--- config.mk ---
export PLATFORM = sky130hd
export DESIGN_NAME = matmul_sequencer
export DESIGN_NICKNAME = d
export VERILOG_FILES = /design/src/rtl/matmul_sequencer_pkg.sv /design/src/rtl/matmul_sequencer_seq_counter.sv /design/src/rtl/matmul_sequencer.sv
export SDC_FILE = /design/constraint.sdc
export NUM_CORES = 1
export LEC_CHECK = 0
export CORE_ASPECT_RATIO = 0.75
export CORE_MARGIN = 2
export CORE_UTILIZATION = 45
export CTS_BUF_LIST = sky130_fd_sc_hd__clkbuf_4 sky130_fd_sc_hd__clkbuf_8
export DETAILED_ROUTE_END_ITERATION = 16
export PLACE_DENSITY = 0.7
export SETUP_SLACK_MARGIN = 0.2
export SYNTH_ARGS = -nofsm -noshare
export SYNTH_HDL_FRONTEND = slang
export SYNTH_SLANG_ARGS = --single-unit
--- constraint.sdc ---
create_clock -name clk -period 2.5 [get_ports clk]
set_input_delay 0.25 -clock clk [delete_from_list [all_inputs] [get_ports clk]]
set_output_delay 0.25 -clock clk [all_outputs]
set_load 0.1 [all_outputs]
--- src/rtl/matmul_sequencer_pkg.sv ---
// Shared types and address-width helpers for the matmul operand/result sequencer.
package matmul_sequencer_pkg;

  typedef enum logic [2:0] {
    ST_IDLE,
    ST_CLEAR,
    ST_FEED,
    ST_WAIT_ACC,
    ST_DRAIN,
    ST_DONE
  } seq_state_e;

  // Widths never collapse to zero so single-tile, single-beat builds stay legal.
  function automatic int unsigned clog2_min1(input int unsigned n);
    return (n <= 1) ? 1 : $clog2(n);
  endfunction

  function automatic int unsigned opnd_aw(input int unsigned tiles, input int unsigned k_steps);
    return clog2_min1(tiles * k_steps);
  endfunction

  function automatic int unsigned res_aw(input int unsigned tiles, input int unsigned cores);
    return clog2_min1(tiles * cores);
  endfunction

endpackage

--- src/rtl/matmul_sequencer_seq_counter.sv ---
// Modulo-MAX counter with synchronous clear, enable and a terminal-count flag.
module seq_counter
  import matmul_sequencer_pkg::*;
#(
  parameter int unsigned MAX = 4
) (
  input  logic clk_i,
  input  logic rst_i,
  input  logic clr_i,
  input  logic en_i,
  output logic tc_c_o
);

  localparam int unsigned CW = clog2_min1(MAX);

  logic [CW-1:0] cnt_q, cnt_d;

  assign tc_c_o = (cnt_q == CW'(MAX - 1));

  always_comb begin
    cnt_d = cnt_q;
    if (clr_i) begin
      cnt_d = '0;
    end else if (en_i) begin
      cnt_d = tc_c_o ? '0 : cnt_q + CW'(1);
    end
  end

  always_ff @(posedge clk_i) begin
    if (rst_i) begin
      cnt_q <= '0;
    end else begin
      cnt_q <= cnt_d;
    end
  end

endmodule

--- src/rtl/matmul_sequencer.sv ---
// Sequences operand reads, accumulator clears and result drains for a tiled
// matrix multiply on a multi-core array.
module matmul_sequencer
  import matmul_sequencer_pkg::*;
#(
  parameter int unsigned WIDTH      = 16,
  parameter int unsigned CHUNK_SIZE = 4,
  parameter int unsigned NUM_CORES  = 4,
  parameter int unsigned K_STEPS    = 32,
  parameter int unsigned NUM_TILES  = 8
) (
  input  logic                                     clk,
  input  logic                                     rst,
  input  logic                                     start,
  input  logic                                     opnd_valid,
  input  logic                                     acc_done,
  output logic                                     busy,
  output logic                                     done,
  output logic                                     mm_en,
  output logic                                     mm_reset_acc,
  output logic                                     opnd_rd,
  output logic                                     res_we,
  output logic [opnd_aw(NUM_TILES, K_STEPS)-1:0]   opnd_addr,
  output logic [res_aw(NUM_TILES, NUM_CORES)-1:0]  res_addr
);

  localparam int unsigned OAW = opnd_aw(NUM_TILES, K_STEPS);
  localparam int unsigned RAW = res_aw(NUM_TILES, NUM_CORES);

  if (WIDTH == 0 || CHUNK_SIZE == 0 || NUM_CORES == 0 || K_STEPS == 0 || NUM_TILES == 0) begin : g_bad_cfg
    $error("matmul_sequencer: all size parameters must be non-zero");
  end

  seq_state_e     st_q, st_d;
  logic           busy_q, busy_d;
  logic           done_q, done_d;
  logic           mm_en_q, mm_en_d;
  logic           mm_reset_acc_q, mm_reset_acc_d;
  logic           res_we_q, res_we_d;
  logic [OAW-1:0] opnd_addr_q, opnd_addr_d;
  logic [RAW-1:0] res_addr_q, res_addr_d;

  logic accept_c, drain_c, idle_c;
  logic beat_tc_c, tile_tc_c, drain_tc_c;

  assign accept_c = (st_q == ST_FEED) && opnd_valid;
  assign drain_c  = (st_q == ST_DRAIN);
  assign idle_c   = (st_q == ST_IDLE);

  seq_counter #(.MAX(K_STEPS)) u_beat_cnt (
    .clk_i(clk), .rst_i(rst), .clr_i(idle_c), .en_i(accept_c), .tc_c_o(beat_tc_c)
  );

  seq_counter #(.MAX(NUM_TILES)) u_tile_cnt (
    .clk_i(clk), .rst_i(rst), .clr_i(idle_c), .en_i(drain_c && drain_tc_c), .tc_c_o(tile_tc_c)
  );

  seq_counter #(.MAX(NUM_CORES)) u_drain_cnt (
    .clk_i(clk), .rst_i(rst), .clr_i(idle_c), .en_i(drain_c), .tc_c_o(drain_tc_c)
  );

  // Next state and next outputs; outputs follow the state being entered.
  always_comb begin
    st_d        = st_q;
    opnd_addr_d = opnd_addr_q;
    res_addr_d  = res_addr_q;
    case (st_q)
      ST_IDLE:     if (start) st_d = ST_CLEAR;
      ST_CLEAR:    st_d = ST_FEED;
      ST_FEED: begin
        if (accept_c) begin
          // The last beat of the job leaves the address on its final value.
          if (!(beat_tc_c && tile_tc_c)) opnd_addr_d = opnd_addr_q + OAW'(1);
          if (beat_tc_c) st_d = ST_WAIT_ACC;
        end
      end
      ST_WAIT_ACC: if (acc_done) st_d = ST_DRAIN;
      ST_DRAIN: begin
        if (!(drain_tc_c && tile_tc_c)) res_addr_d = res_addr_q + RAW'(1);
        if (drain_tc_c) st_d = tile_tc_c ? ST_DONE : ST_CLEAR;
      end
      ST_DONE: begin
        st_d        = ST_IDLE;
        opnd_addr_d = '0;
        res_addr_d  = '0;
      end
      default:     st_d = ST_IDLE;
    endcase
    busy_d         = (st_d != ST_IDLE);
    done_d         = (st_d == ST_DONE);
    mm_reset_acc_d = (st_d == ST_CLEAR);
    res_we_d       = (st_d == ST_DRAIN);
    mm_en_d        = accept_c;
  end

  always_ff @(posedge clk) begin
    if (rst) begin
      st_q           <= ST_IDLE;
      busy_q         <= 1'b0;
      done_q         <= 1'b0;
      mm_en_q        <= 1'b0;
      mm_reset_acc_q <= 1'b0;
      res_we_q       <= 1'b0;
      opnd_addr_q    <= '0;
      res_addr_q     <= '0;
    end else begin
      st_q           <= st_d;
      busy_q         <= busy_d;
      done_q         <= done_d;
      mm_en_q        <= mm_en_d;
      mm_reset_acc_q <= mm_reset_acc_d;
      res_we_q       <= res_we_d;
      opnd_addr_q    <= opnd_addr_d;
      res_addr_q     <= res_addr_d;
    end
  end

  assign busy         = busy_q;
  assign done         = done_q;
  assign mm_en        = mm_en_q;
  assign mm_reset_acc = mm_reset_acc_q;
  assign res_we       = res_we_q;
  assign opnd_addr    = opnd_addr_q;
  assign res_addr     = res_addr_q;
  assign opnd_rd      = accept_c;

endmodule

* Yosys cells after proc, flatten, opt, wreduce, memory -nomap -nowiden
Cells that the tools add are included.
** Storage, ports and cells
- Output and inout bits :: 19
- Input port bits :: 5
- Register bits :: 31
- Word-level logic and storage cells :: 56
** Operators by class
- Multiplexer cells :: 15
- Add/sub/neg operators :: 5
- Equality and inequality tests :: 14
- Reduce and logical (&&, ||, !) cells :: 11
** Operator list (number)
- $mux 3 :: 7
- $mux 8 :: 2
- $pmux 8 s2 :: 1
- $eq 3x3->1 const B :: 5
- $pmux 3 s5 :: 1
- $add 5x1->5 const B :: 2
- $mux 5 :: 2
- $pmux 5 s2 :: 1
- $add 8x1->8 const B :: 1
- $eq 3x1->1 const B :: 2
- $eq 3x2->1 const B :: 2
- $ne 2x2->1 const B :: 3
- $eq 5x5->1 const B :: 1
- $logic_and 1x1->1 :: 4
- $reduce_bool 2->1 :: 2
- $add 3x1->3 const B :: 1
- $logic_not 3->1 :: 1
- $reduce_and 3->1 :: 1
- $reduce_bool 3->1 :: 1
- $add 2x1->2 const B :: 1
- $eq 2x2->1 const B :: 1
- $mux 2 :: 1
- $reduce_and 2->1 :: 1
- $reduce_or 2->1 :: 1

* Depth between registers and ports, before layout
- Word-level depth :: 5
- Depth in mapped cells :: 8
- Mapped depth without buffers :: 7

* By module
From an unflattened synthesis, not the netlist that was laid out.
** Second synthesis, totals
- Cells, all modules :: 145
- Area, all modules :: 1378.8 µm²
** By module, submodules not included
- matmul_sequencer :: instances 1, sequential area each 420.4 µm², cells an instance 103, area an instance 912.1 µm²
- seq_counter at u_beat_cnt :: instances 1, sequential area each 100.1 µm², cells an instance 22, area an instance 229.0 µm²
- seq_counter at u_tile_cnt :: instances 1, sequential area each 60.1 µm², cells an instance 12, area an instance 142.6 µm²
- seq_counter at u_drain_cnt :: instances 1, sequential area each 40.0 µm², cells an instance 8, area an instance 95.1 µm²

* Worst setup path before layout
OpenSTA, ideal clock, no wires.
- Path type :: register to register
- Start :: register opnd_addr_q[0] (netlist: opnd_addr[0])
- End :: register opnd_addr_q[4] (netlist: opnd_addr[4])
- Stages on the path, launching flop included :: 6
- Period minus slack after synthesis :: 2005 ps
- Arrival :: 1939 ps
- Path buffers :: 0
- Data required time :: 2433 ps
- Path slack :: 495 ps
- Cells stage by stage :: dfxtp_1 -> ha_1 -> a21boi_0 -> nand4_1 -> xor2_1 -> nor2_1
** Between the ends
- Longest elaborated chain between the ends :: 4
** Ends and longest elaborated chain
- start: declaration :: RTL line matmul_sequencer.sv:40 : logic [OAW-1:0] opnd_addr_q, opnd_addr_d;
- start signal: assignment :: RTL line matmul_sequencer.sv:113 : opnd_addr_q <= opnd_addr_d;
- $add 8x1->8 :: RTL line matmul_sequencer.sv:73 : if (!(beat_tc_c && tile_tc_c)) opnd_addr_d = opnd_addr_q + OAW'(1);
- $mux 8 :: RTL line matmul_sequencer.sv:73
- $mux 8 :: RTL line matmul_sequencer.sv:71 : if (accept_c) begin
- $pmux 8 s2 :: RTL line matmul_sequencer.sv:67 : case (st_q)
No other way between the ends. The select of a mux whose other input is x is not followed.
A chain may end at the register's enable or synchronous reset.

* Final worst setup path
- Start :: register u_beat_cnt.cnt_q[0]
- End :: register opnd_addr_q[4] (netlist: opnd_addr[4])
** Between the ends
- Longest elaborated chain between the ends :: 4
** Ends and longest elaborated chain
- start: declaration :: RTL line matmul_sequencer_seq_counter.sv:16 : logic [CW-1:0] cnt_q, cnt_d;
- start signal: assignment :: RTL line matmul_sequencer_seq_counter.sv:33 : cnt_q <= cnt_d;
- $eq 5x5->1 :: RTL line matmul_sequencer_seq_counter.sv:18 : assign tc_c_o = (cnt_q == CW'(MAX - 1));
- $logic_and 1x1->1 :: RTL line matmul_sequencer.sv:73
- $ne 2x2->1 (no line)
- $reduce_and 3->1 (no line)
No other way between the ends.

==> impl_metrics.toml <==
[timing]
final.setup.tns_ns = 0
slew_headroom_pct = 37.27
rsz0062_at_grt = "no"
worstMarginPinSlew_ns = 0.9390
period_minus_slack_ns = 1.964
setup_viol = 0
slew_violations = 0
max_freq_ghz = 0.5092
fin_crit_sh_pct = 78.55
finalHoldViolCount = 0
fin_hold_ws_ns = 0.4654
fin_worst_skew_ns = 0.005646

[routing]
via_per_inst = 5.339
wl_per_cell_um = 12.57
drc = 0
vias = 1180
wirelength_um = 2778
first_pass_iters = 4
ant_nets = 0
drtIter0Drc = 54

[setup_path]
crit_fanout = 9
reg2reg_slack_ns = 0.54
critPathCaptureType = "flop"
crit_required_ns = 2.64
r2r_cells = 7
r2r-end = "opnd_addr[4]$_SDFFE_PP0P_"
reg2reg_from = "u_beat_cnt.cnt_q[0]$_SDFFE_PP0N_"
arrival_ns = 2.10
critPathLaunchType = "flop"
crit_type = "flop to flop"

[power]
vdd_ir_drop_max_mv = 0.3718
leakagePower_uw = 0.0006869
power_density_nw_per_um2 = 613.9

[cells_and_area]
layout_common_cells = "dfxtp_1 (31), nand2_1 (18), buf_4 (18), nor2_1 (17), a21oi_1 (16)"
final_cell_count_no_fill = 221
final_nets = 194
diodes = 0
final_common_cell = "dfxtp_1"
area_delta_synth_final_pct = 21.30
drive_above_1_share_pct = 16.94

[synth]
synth-seq-cells = 31
synth_cell_types = 36
ys.flop_type = "dfxtp_1"
synth_nets = 172
synth_edf_count = 0
postSynthCellCount = 160
syn_area_sq_um = 1404
ys_warn_count = 0
syn-mean-instance-area_sq_um = 8.774
ys_seq_area_share_pct = 44.21
ys_async_sr_fraction_pct = 0

[floorplanning]
core_sq_um = 2957
dieArea_sq_um = 3587
initial_utilization_pct = 47.48
ios = 24
std_cell_rows = 17
die_y_um = 52.37
fp.dieW_um = 68.50

[cts]
hold_buffers = 0
numCtsBuffers = 5
cts_resized = 0
path_clk_slew_ns = 0.06
cts_max_path_buffers = 2
root_buffer = "clkbuf_8"
cts_tree = "built"
cts_sinks = 31
cts_setup_buffers = 0
htreeDepth = 2
clock_latency_ns = 0.28

[job]
maxCapViolCount = 0

[global_routing]
busiest_layer = "met2"
grt_pass1_wl_um = 4781
grt_usage_pct = 18.46
grt-ovfl-total = 0
antenna_found_initial = 0
grt_pass1_vias = 1048
met3_usage_pct = 6.667
grt_max_degree = 14
grt_use_met1_pct = 24.01
use_met2_pct = 25.96

[placement]
io_buffers = 23
hpwl_um = 1981
dp_cells = 213
globalplace.congestion = 0.8442

[worst_hold_path]
hp-start = "u_tile_cnt.cnt_q[1]$_SDFFE_PP0P_"
hold_end = "u_tile_cnt.cnt_q[1]$_SDFFE_PP0P_"
hp-class = "flop to flop"
hold_depth = 2

[run_status]
status = "completed"
-- where the power goes --
part	internal, uW	switching [uW]
registers	502	10.0
clock network	262	174
logic	27.3	70.9
total	791	254
-- cells by family after synthesis --
logic type	after synthesis	synth area share, %
AO/OA/AOI/OAI	28	11.14
AND/OR/NAND/NOR	74	28.25
buffers and inverters	10	3.921
adder cells (fa/ha/maj)	7	6.239
flip-flops	31	44.21
XOR/XNOR	10	6.239
-- area by class of cell --
class | count | area (sq um)
clock buffers | 8 | 103.9
multi-input cells | 119 | 728.2
flip-flops and latches | 31 | 620.6
repair buffers | 23 | 195.2
fillers | 251 | 1254
well taps | 38 | 47.55
inverters | 2 | 7.507
-- worst max-delay path by stage --
stage          cells past startpoint                        end                        startpoint  slack (ns)
3_5_place_dp                       6  opnd_addr[7]$_SDFFE_PP0P_                        opnd_valid        0.47
5_1_grt                            7  opnd_addr[6]$_SDFFE_PP0P_  u_beat_cnt.cnt_q[0]$_SDFFE_PP0N_        0.39
3_3_place_gp                       6  opnd_addr[7]$_SDFFE_PP0P_                        opnd_valid        0.52
4_1_cts                            7  opnd_addr[4]$_SDFFE_PP0P_  u_beat_cnt.cnt_q[0]$_SDFFE_PP0N_        0.54
2_1_floorplan                      5  opnd_addr[4]$_SDFFE_PP0P_         opnd_addr[0]$_SDFFE_PP0P_        0.49
6_report                           7  opnd_addr[4]$_SDFFE_PP0P_  u_beat_cnt.cnt_q[0]$_SDFFE_PP0N_        0.54
-- worst max-delay path, cell delays in order, from the launching register on --
cell and delay, ns:
dfxtp_1 0.35, ha_1 0.23, and3_1 0.19, ha_1 0.30, a21boi_0 0.38, nand4_1 0.17
xor2_1 0.16, nor2_1 0.05
-- synthesized netlist by cell type (all sizes together), types with 3 or more instances --
cell type | count | share of area [%]
ha | 7 | 6.2
clkbuf | 3 | 0.80
nor2 | 17 | 4.5
buf | 5 | 2.6
dfxtp | 31 | 44
nand2 | 18 | 4.8
o21ai | 6 | 2.1
or3 | 3 | 1.3
nand3 | 9 | 3.6
xor2 | 10 | 6.2
nand4 | 4 | 1.8
and3 | 5 | 2.2
a21oi | 16 | 5.7
-- through the flow --
| stage | cell area, sq um | utilization [%] | worst slack [ns] | power, uW |
|---|---|---|---|---|
| 2_1_floorplan | 1404 | - | 0.4946 | 598.7 |
| 3_3_place_gp | 1599 | 54.08 | 0.5220 | 620.0 |
| 3_5_place_dp | 1599 | 54.08 | 0.4698 | 621.0 |
| 4_1_cts | 1703 | 57.60 | 0.5425 | 1057 |
| 5_1_grt | 1703 | 57.60 | 0.3850 | 1086 |
| 6_report | 1703 | 57.60 | 0.5361 | 1045 |
-- flip-flops by register name (all words and copies together), names as in the netlist --
| name | flops |
|---|---|
| u_tile_cnt.cnt_q | 3 |
| done | 1 |
| res_we | 1 |
| opnd_addr | 8 |
| mm_reset_acc | 1 |
| mm_en | 1 |
| busy | 1 |
| st_q | 3 |
| u_drain_cnt.cnt_q | 2 |
| u_beat_cnt.cnt_q | 5 |
| res_addr | 5 |
-- layer usage --
layer  wire length, um  up-vias
met5                 0        -
met4                40        0
met3               141        7
met2              1236       22
met1              1359      546
li1                  -      605
(Power assumes the default switching activity.)
